$ cat src/rtl/pipe_trace_capture.sv
// Pipeline trace capture: circular buffer of per-cycle stage snapshots with a
// channel-0 compare trigger, post-trigger window and indexed readback.
//
// state  | meaning
// IDLE   | no capture, waiting for arm
// ARMED  | writing every cycle, watching for the trigger
// POST   | writing the post-trigger window, down-counter running
// DONE   | contents frozen until the next arm
module pipe_trace_capture #(
  parameter int NUM_STAGES = 5,
  parameter int DATA_W     = 32,
  parameter int DEPTH      = 16,
  parameter int POST_TRIG  = 4,
  parameter int CYC_W      = 32,
  localparam int AW        = $clog2(DEPTH),
  localparam int ENTRY_W   = NUM_STAGES*DATA_W + NUM_STAGES + CYC_W
) (
  input  logic                         CLK,
  input  logic                         RESET_N,
  input  logic [NUM_STAGES*DATA_W-1:0] stage_data,
  input  logic [NUM_STAGES-1:0]        stage_valid,
  input  logic                         arm,
  input  logic [DATA_W-1:0]            trig_value,
  input  logic                         rd_en,
  input  logic [AW-1:0]                rd_idx,
  output logic [ENTRY_W-1:0]           rd_data,
  output logic                         rd_vld,
  output logic [CYC_W-1:0]             cycle_count,
  output logic [1:0]                   state,
  output logic [AW:0]                  entries,
  output logic                         done
);

  typedef enum logic [1:0] {
    S_IDLE  = 2'b00,
    S_ARMED = 2'b01,
    S_POST  = 2'b10,
    S_DONE  = 2'b11
  } state_e;

  localparam logic [AW:0] DEPTH_C = (AW+1)'(DEPTH);
  localparam logic [AW:0] POST_C  = (AW+1)'(POST_TRIG);

  state_e               state_q, state_d;
  logic [CYC_W-1:0]     cyc_q, cyc_d;
  logic [AW-1:0]        wr_ptr_q, wr_ptr_d;
  logic [AW:0]          entries_q, entries_d;
  logic [AW:0]          post_cnt_q, post_cnt_d;
  logic                 rd_vld_q, rd_vld_d;
  logic [ENTRY_W-1:0]   rd_data_q, rd_data_d;

  logic [ENTRY_W-1:0]   mem [DEPTH];
  logic                 wr_en;
  logic                 trig_hit;
  logic [ENTRY_W-1:0]   wr_entry;
  logic [AW-1:0]        oldest_ptr;
  logic [AW-1:0]        rd_addr;

  assign trig_hit = stage_valid[0] && (stage_data[DATA_W-1:0] == trig_value);
  assign wr_entry = {cyc_q, stage_valid, stage_data};

  always_comb begin
    state_d    = state_q;
    wr_ptr_d   = wr_ptr_q;
    entries_d  = entries_q;
    post_cnt_d = post_cnt_q;
    cyc_d      = cyc_q + CYC_W'(1);
    wr_en      = 1'b0;

    case (state_q)
      S_IDLE, S_DONE: begin
        if (arm) begin
          state_d   = S_ARMED;
          wr_ptr_d  = '0;
          entries_d = '0;
        end
      end
      S_ARMED: begin
        wr_en = 1'b1;
        if (trig_hit) begin
          state_d    = (POST_TRIG == 0) ? S_DONE : S_POST;
          post_cnt_d = POST_C;
        end
      end
      S_POST: begin
        wr_en      = 1'b1;
        post_cnt_d = post_cnt_q - (AW+1)'(1);
        if (post_cnt_q == (AW+1)'(1)) state_d = S_DONE;
      end
      default: state_d = S_IDLE;
    endcase

    if (wr_en) begin
      wr_ptr_d  = wr_ptr_q + AW'(1);
      entries_d = (entries_q == DEPTH_C) ? entries_q : entries_q + (AW+1)'(1);
    end
  end

  // Once the buffer has wrapped, the slot about to be overwritten is the oldest.
  assign oldest_ptr = (entries_q == DEPTH_C) ? wr_ptr_q : '0;
  assign rd_addr    = oldest_ptr + rd_idx;

  always_comb begin
    rd_vld_d  = rd_en;
    rd_data_d = rd_data_q;
    if (rd_en) begin
      if ({1'b0, rd_idx} < entries_q) rd_data_d = mem[rd_addr];
      else                            rd_data_d = '0;
    end
  end

  always_ff @(posedge CLK) begin
    if (!RESET_N) begin
      state_q    <= S_IDLE;
      cyc_q      <= '0;
      wr_ptr_q   <= '0;
      entries_q  <= '0;
      post_cnt_q <= '0;
      rd_vld_q   <= 1'b0;
      rd_data_q  <= '0;
    end else begin
      state_q    <= state_d;
      cyc_q      <= cyc_d;
      wr_ptr_q   <= wr_ptr_d;
      entries_q  <= entries_d;
      post_cnt_q <= post_cnt_d;
      rd_vld_q   <= rd_vld_d;
      rd_data_q  <= rd_data_d;
    end
  end

  // Memory is not reset; a same-address read sees the pre-write contents.
  always_ff @(posedge CLK) begin
    if (RESET_N && wr_en) mem[wr_ptr_q] <= wr_entry;
  end

  assign rd_data     = rd_data_q;
  assign rd_vld      = rd_vld_q;
  assign cycle_count = cyc_q;
  assign state       = state_q;
  assign entries     = entries_q;
  assign done        = (state_q == S_DONE);

endmodule
$ cat config.mk
export PLATFORM = sky130hd
export DESIGN_NAME = pipe_trace_capture
export DESIGN_NICKNAME = d
export VERILOG_FILES = /design/src/rtl/pipe_trace_capture.sv
export SDC_FILE = /design/constraint.sdc
export NUM_CORES = 2
export LEC_CHECK = 0
export CAP_MARGIN = 30
export CORE_ASPECT_RATIO = 0.5
export CORE_MARGIN = 2
export CORE_UTILIZATION = 26
export DETAILED_ROUTE_END_ITERATION = 7
export SETUP_SLACK_MARGIN = 0.1
export SLEW_MARGIN = 0
export SYNTH_ARGS = -nofsm -noshare
export SYNTH_HDL_FRONTEND = slang
export SYNTH_SLANG_ARGS = --single-unit
$ cat constraint.sdc
create_clock -name CLK -period 24 [get_ports CLK]
set_input_delay 3.6 -clock CLK [delete_from_list [all_inputs] [get_ports CLK]]
set_output_delay 3.6 -clock CLK [all_outputs]
set_load 0.005 [all_outputs]
**Yosys cells after proc, flatten, opt, wreduce, memory -nomap -nowiden**

Memory sizes are Yosys's and may differ from the RTL's.
Index checks and enable logic that the tools add are counted.

- Memories kept: 1
- Word-level logic and storage cells: 54
- Output and inout port bits: 238
- ROM bits: 0
- Register bits: 246
- Latch bits: 0
- Memory bits (writable): 3,152

- Muxes and demuxes: 18
- $add $sub $neg: 5
- $lt $le $gt $ge: 1
- Multipliers: 0
- Reduce and logical (&&, ||, !) cells: 12
- Equal/unequal tests: 10
- Bitwise logic cells: 0
- Shifts and indexed selects: 0
- Div/mod/pow operators: 0

Memory list:

| name | words | width | read ports | clocked after memory_dff | write ports | RTL line | text |
|---|---|---|---|---|---|---|---|
| mem | 16 | 197 | 1 | 0 | 1 | 52 | `logic [ENTRY_W-1:0] mem [DEPTH];` |

Operators with widths:

| operator | number |
|---|---|
| 2-to-1 mux 197 bit | 1 |
| adder 32 x 1 -> 32 bit, second input constant | 1 |
| equality test 32 bit | 1 |
| 2-to-1 mux 5 bit | 5 |
| 2-to-1 mux 4 bit | 4 |
| case mux 5 bit (2 select lines) | 1 |
| inequality test 2 bit, second input constant | 4 |
| 2-to-1 mux 2 bit | 3 |
| case mux 2 bit (3 select lines) | 1 |
| AND reduction 3 bit | 2 |
| nonzero test 2 bit | 3 |
| adder 5 x 1 -> 5 bit, second input constant | 1 |
| equality test 5 x 1 -> 1 bit, second input constant | 1 |
| equality test 5 bit, second input constant | 1 |
| < comparator 4 x 5 -> 1 bit | 1 |
| subtractor 5 x 1 -> 5 bit, second input constant | 1 |
| adder 4 x 1 -> 4 bit, second input constant | 1 |
| adder 4 bit | 1 |
| equality test 2 bit, second input constant | 2 |
| AND reduction 2 bit | 2 |
| OR reduction 2 bit | 2 |
| 2-to-1 mux 1 bit | 3 |
| equality test 2 x 1 -> 1 bit, second input constant | 1 |
| logical AND 1 bit | 2 |
| zero test 2 bit | 1 |

**Longest topological paths before layout**

- Depth after elaboration: 6
- Depth in mapped cells: 14
- Depth with buffers taken out: 10

**Least setup slack after synthesis**

OpenSTA, ideal clock, no wires.

- Kind: input to register
- Start point: in RESET_N
- End point: mem mem[0][0] in the netlist's numbering, enable pin
- Cell stages on the path: 4
- Path slack: 5.747 ns
- Data arrival time: 17.258 ns
- Buffers on the path: 0
- Cell sequence: inv_1 nor2_1 nand2_1 nor3_1

- Cells in the longest elaborated chain, start to end: 3

Ends and longest elaborated chain:

| what | RTL line | text |
|---|---|---|
| start, declared | 19 | `input logic RESET_N,` |
| logical AND 1 bit | 134 | `if (RESET_N && wr_en) mem[wr_ptr_q] <= wr_entry;` |
| 2-to-1 mux 1 bit | 134 |  |
| 2-to-1 mux 1 bit (not written as such) | 134 |  |
| end, declared | 52 |  |

No other way between the ends.

**Worst setup path in the final report**

- Start point: in rd_idx[0]
- End point: reg rd_data_q[79] (netlist: rd_data[79])

- Cells in the longest elaborated chain, start to end: 3

Ends and longest elaborated chain:

| what | RTL line | text |
|---|---|---|
| start, declared | 25 | `input logic [AW-1:0] rd_idx,` |
| adder 4 bit | 101 | `assign rd_addr = oldest_ptr + rd_idx;` |
| memory read (16 x 197 bit) | - |  |
| 2-to-1 mux 197 bit * | 107 | `if ({1'b0, rd_idx} < entries_q) rd_data_d = mem[rd_addr];` |
| end signal, assigned | 128 | `rd_data_q <= rd_data_d;` |
| end, declared | 50 | `logic [ENTRY_W-1:0] rd_data_q, rd_data_d;` |

Mark *: on every way between the ends. The rest lies on a longest branch, timed or not.
A chain may end at the register's enable or synchronous reset.

==> reports/results.tsv <==
stage	metric	value	unit
floorplanning	dieArea	499000	um^2
floorplanning	rows	182	
timing	fin_crit	8.82	ns
layout	area.growth.synth_to_final	19.0	%
cts	htree_levels	5	
synth	yosysTopAreaCell	edfxtp_1	
timing	slew_headroom	26.5	%
global_route	grt.total_usage	13.0	%
synth	syn-num-nets	6464	
place	hpwl	172000	um
timing	fin_crit_sh	36.8	%
power_and_ir_drop	p_leak	47.4	nW
job	drv_cap	0	
global_route	grt_first_pass_wirelength	481000	um
synth	synth.area.top_cells	edfxtp_1 (74%), mux4_2 (14%), dfxtp_1 (3.8%), nand2_1 (2.4%), a32o_1 (1.5%)	
synth	synth-async-reset-ratio	0	%
cts	cts_tree	built	
worst_setup_path	end_kind	flip-flop	
timing	rsz0062_at_grt	no	
cts	cts_buffer_depth	4	
place	numPortBuffers	442	
place	gp_congestion	0.729	
layout	stdcell_count	13651	
synth	ys_seq_elements	3398	
worst_setup_path	cp.arrival	9.56	ns
timing	maxSlewViolCount	0	
timing	fmax	113	MHz
synth	synthFlopType	edfxtp_1	
synth	netlist_area	128000	um^2
synth	synth_top_area_share	73.8	%
routing	wirelength	337000	um
layout	final_cell_mix	edfxtp_1 (3152), nand2_1 (813), mux4_2 (788), clkdlybuf4s50_1 (442), clkbuf_16 (350)	
cts	clkTransAtPathRegs	0.06	ns
cts	cts_buffers	347	
worst_setup_path	start_kind	primary input	
routing	avgViaCountPerCell	4.71	
power_and_ir_drop	power	12.8	mW
routing	drtPass1Iterations	6	
synth	synth.avg_cell_area	20.6	um^2
synth	synth_seq_area_share	77.7	%
layout	fin_nets	7045	
outcome	outcome	finished clean	
floorplanning	die_w	997	um
floorplanning	fp.dieH	501	um
cts	clock_sinks	3398	
layout	mostFrequentLayoutCell	edfxtp_1	
cts	ctsResizeCount	0	
synth	synth_edf_count	3152	
worst_setup_path	crit_fanout	41	
cts	cts_root_buf	clkbuf_16	
global_route	grt_max_degree	142	
routing	drc_errors	0	
cts	cts_setup_buffers	0	
synth	yosysWarningCount	0	
timing	fin_tns_setup	0	ns
routing	post_drt_wl_per_cell	24.7	um
global_route	grt_pass1_vias	65892	
floorplanning	core-area	491000	um^2
floorplanning	pin_count	443	
routing	ant_nets	0	
global_route	grt_antenna_before_repair	54	
global_route	overflow	0	
place	placed_cells	12998	
timing	finalSetupViolCount	0	
cts	postCtsHoldBufs	0	
routing	num_vias	64327	
synth	synthCells	6239	
layout	drive_gt1_share	20.4	%
floorplanning	floorplan.initialDensity	26.1	%
timing	tightest_slew	1.10	ns
worst_setup_path	required	24.73	ns
routing	drt_iter0_drc	6308	
cts	clk_latency	0.89	ns
synth	ys_types	51	
worst_setup_path	critical_path_class	primary input to flip-flop	
timing	final-hold-violation-count	0	
hold_path	hold_class	flip-flop to flip-flop	
power_and_ir_drop	peakVddDrop	63.3	uV
power_and_ir_drop	powerDensity	83.9	nW/um^2
worst_setup_path	r2r_slack	17.00	ns
timing	finClkSkew	0.0649	ns
final timing paths:
| kind | start | end | cells after the start |
|---|---|---|---|
| setup / recovery | rd_idx[0] | rd_data[79] | 12 |
| hold / removal | rd_data[33] | rd_data[33] | 1 |
| setup reg to reg | entries[0] | rd_data[79] | 15 |
| hold reg to reg | rd_data[33] | rd_data[33] | 1 |
cells in the mapped netlist (2+ instances only):
library cell and count:
buf_1 28, and4_1 3, nand3_1 217, nor2_1 49, or3_1 3, xor2_1 39, nand2b_1 13, ha_1 19
xnor2_1 22, o31ai_1 2, edfxtp_1 3152, o21ai_0 3, mux2i_1 3, inv_1 21, a21o_1 3, and3_1 8
nand4_1 8, nand2_1 813, a21oi_1 8, nand3b_1 198, nor4_1 7, buf_2 78, dfxtp_1 246, a32o_1 197
a31oi_1 5, o2111a_1 2, and2_1 15, nor3b_1 2, o221a_2 2, clkbuf_1 255, mux2_2 2, nor3_1 10
mux4_2 788
power by group:
group	total [mW]	switching (mW)	internal (mW)
Sequential	6.70	0.0602	6.64
Combinational	0.807	0.494	0.313
Clock	5.29	2.25	3.04
worst max-delay path: stages:
cell and delay [ns]:
clkdlybuf4s50_1 0.46, ha_4 0.54, buf_16 0.29, buf_4 0.62, buf_4 0.61, buf_4 0.61, buf_4 0.75, buf_4 0.79
mux4_2 0.61, nand2_1 0.09, nand3_1 0.10, a32o_1 0.28
layer usage:
| layer | wire length, um | GRT usage (%) |
|---|---|---|
| met1 | 134000 | 16.5 |
| met2 | 175000 | 23.4 |
| met3 | 16300 | 1.32 |
| met4 | 11500 | 4.36 |
| met5 | 0 | 0 |
area by class of cell:
class | count | area [um^2]
timing repair buffer | 594 | 6190
multi-input combinational | 2458 | 27300
clock buffer | 457 | 9410
inverter | 21 | 78.8
clock inverter | 173 | 1750
antenna | 18 | 45.0
tap | 6532 | 8170
fill | 46994 | 339000
sequential | 3398 | 99600
registers in the layout (all words and copies together) (netlist names):
name and cells:
rd_vld 1, rd_data 197, cycle_count 32, post_cnt_q 5
state 2, wr_ptr_q 4, mem 3152, entries 5
per-stage QoR:
step / setup slack (ns) / util, % / instance area, um^2 / hold WS (ns)
detailed placement: 13.88 / 28.7 / 141000 / 0.456
floorplan: 5.75 / - / 128000 / 0.466
CTS: 14.84 / 31.0 / 152000 / 0.470
finish: 15.18 / 31.0 / 153000 / 0.466
global placement: 13.83 / 28.7 / 141000 / 0.449
global route: 14.60 / 31.0 / 153000 / 0.481
logic make-up (layout without fill, tap and decap cells):
logic type	count (synthesis)	in the layout	synth area share (%)
other	0	18	0
buffers and inverters	383	1245	1.20
AOI/OAI and AO/OA	233	233	1.74
xor gates and xnor gates	62	62	0.429
DFF	3398	3398	77.7
muxes	793	793	13.9
and+or+nand+nor	1350	1350	4.89
adders and majority gates	20	20	0.201
No activity file was read; power rests on OpenSTA's default activity.
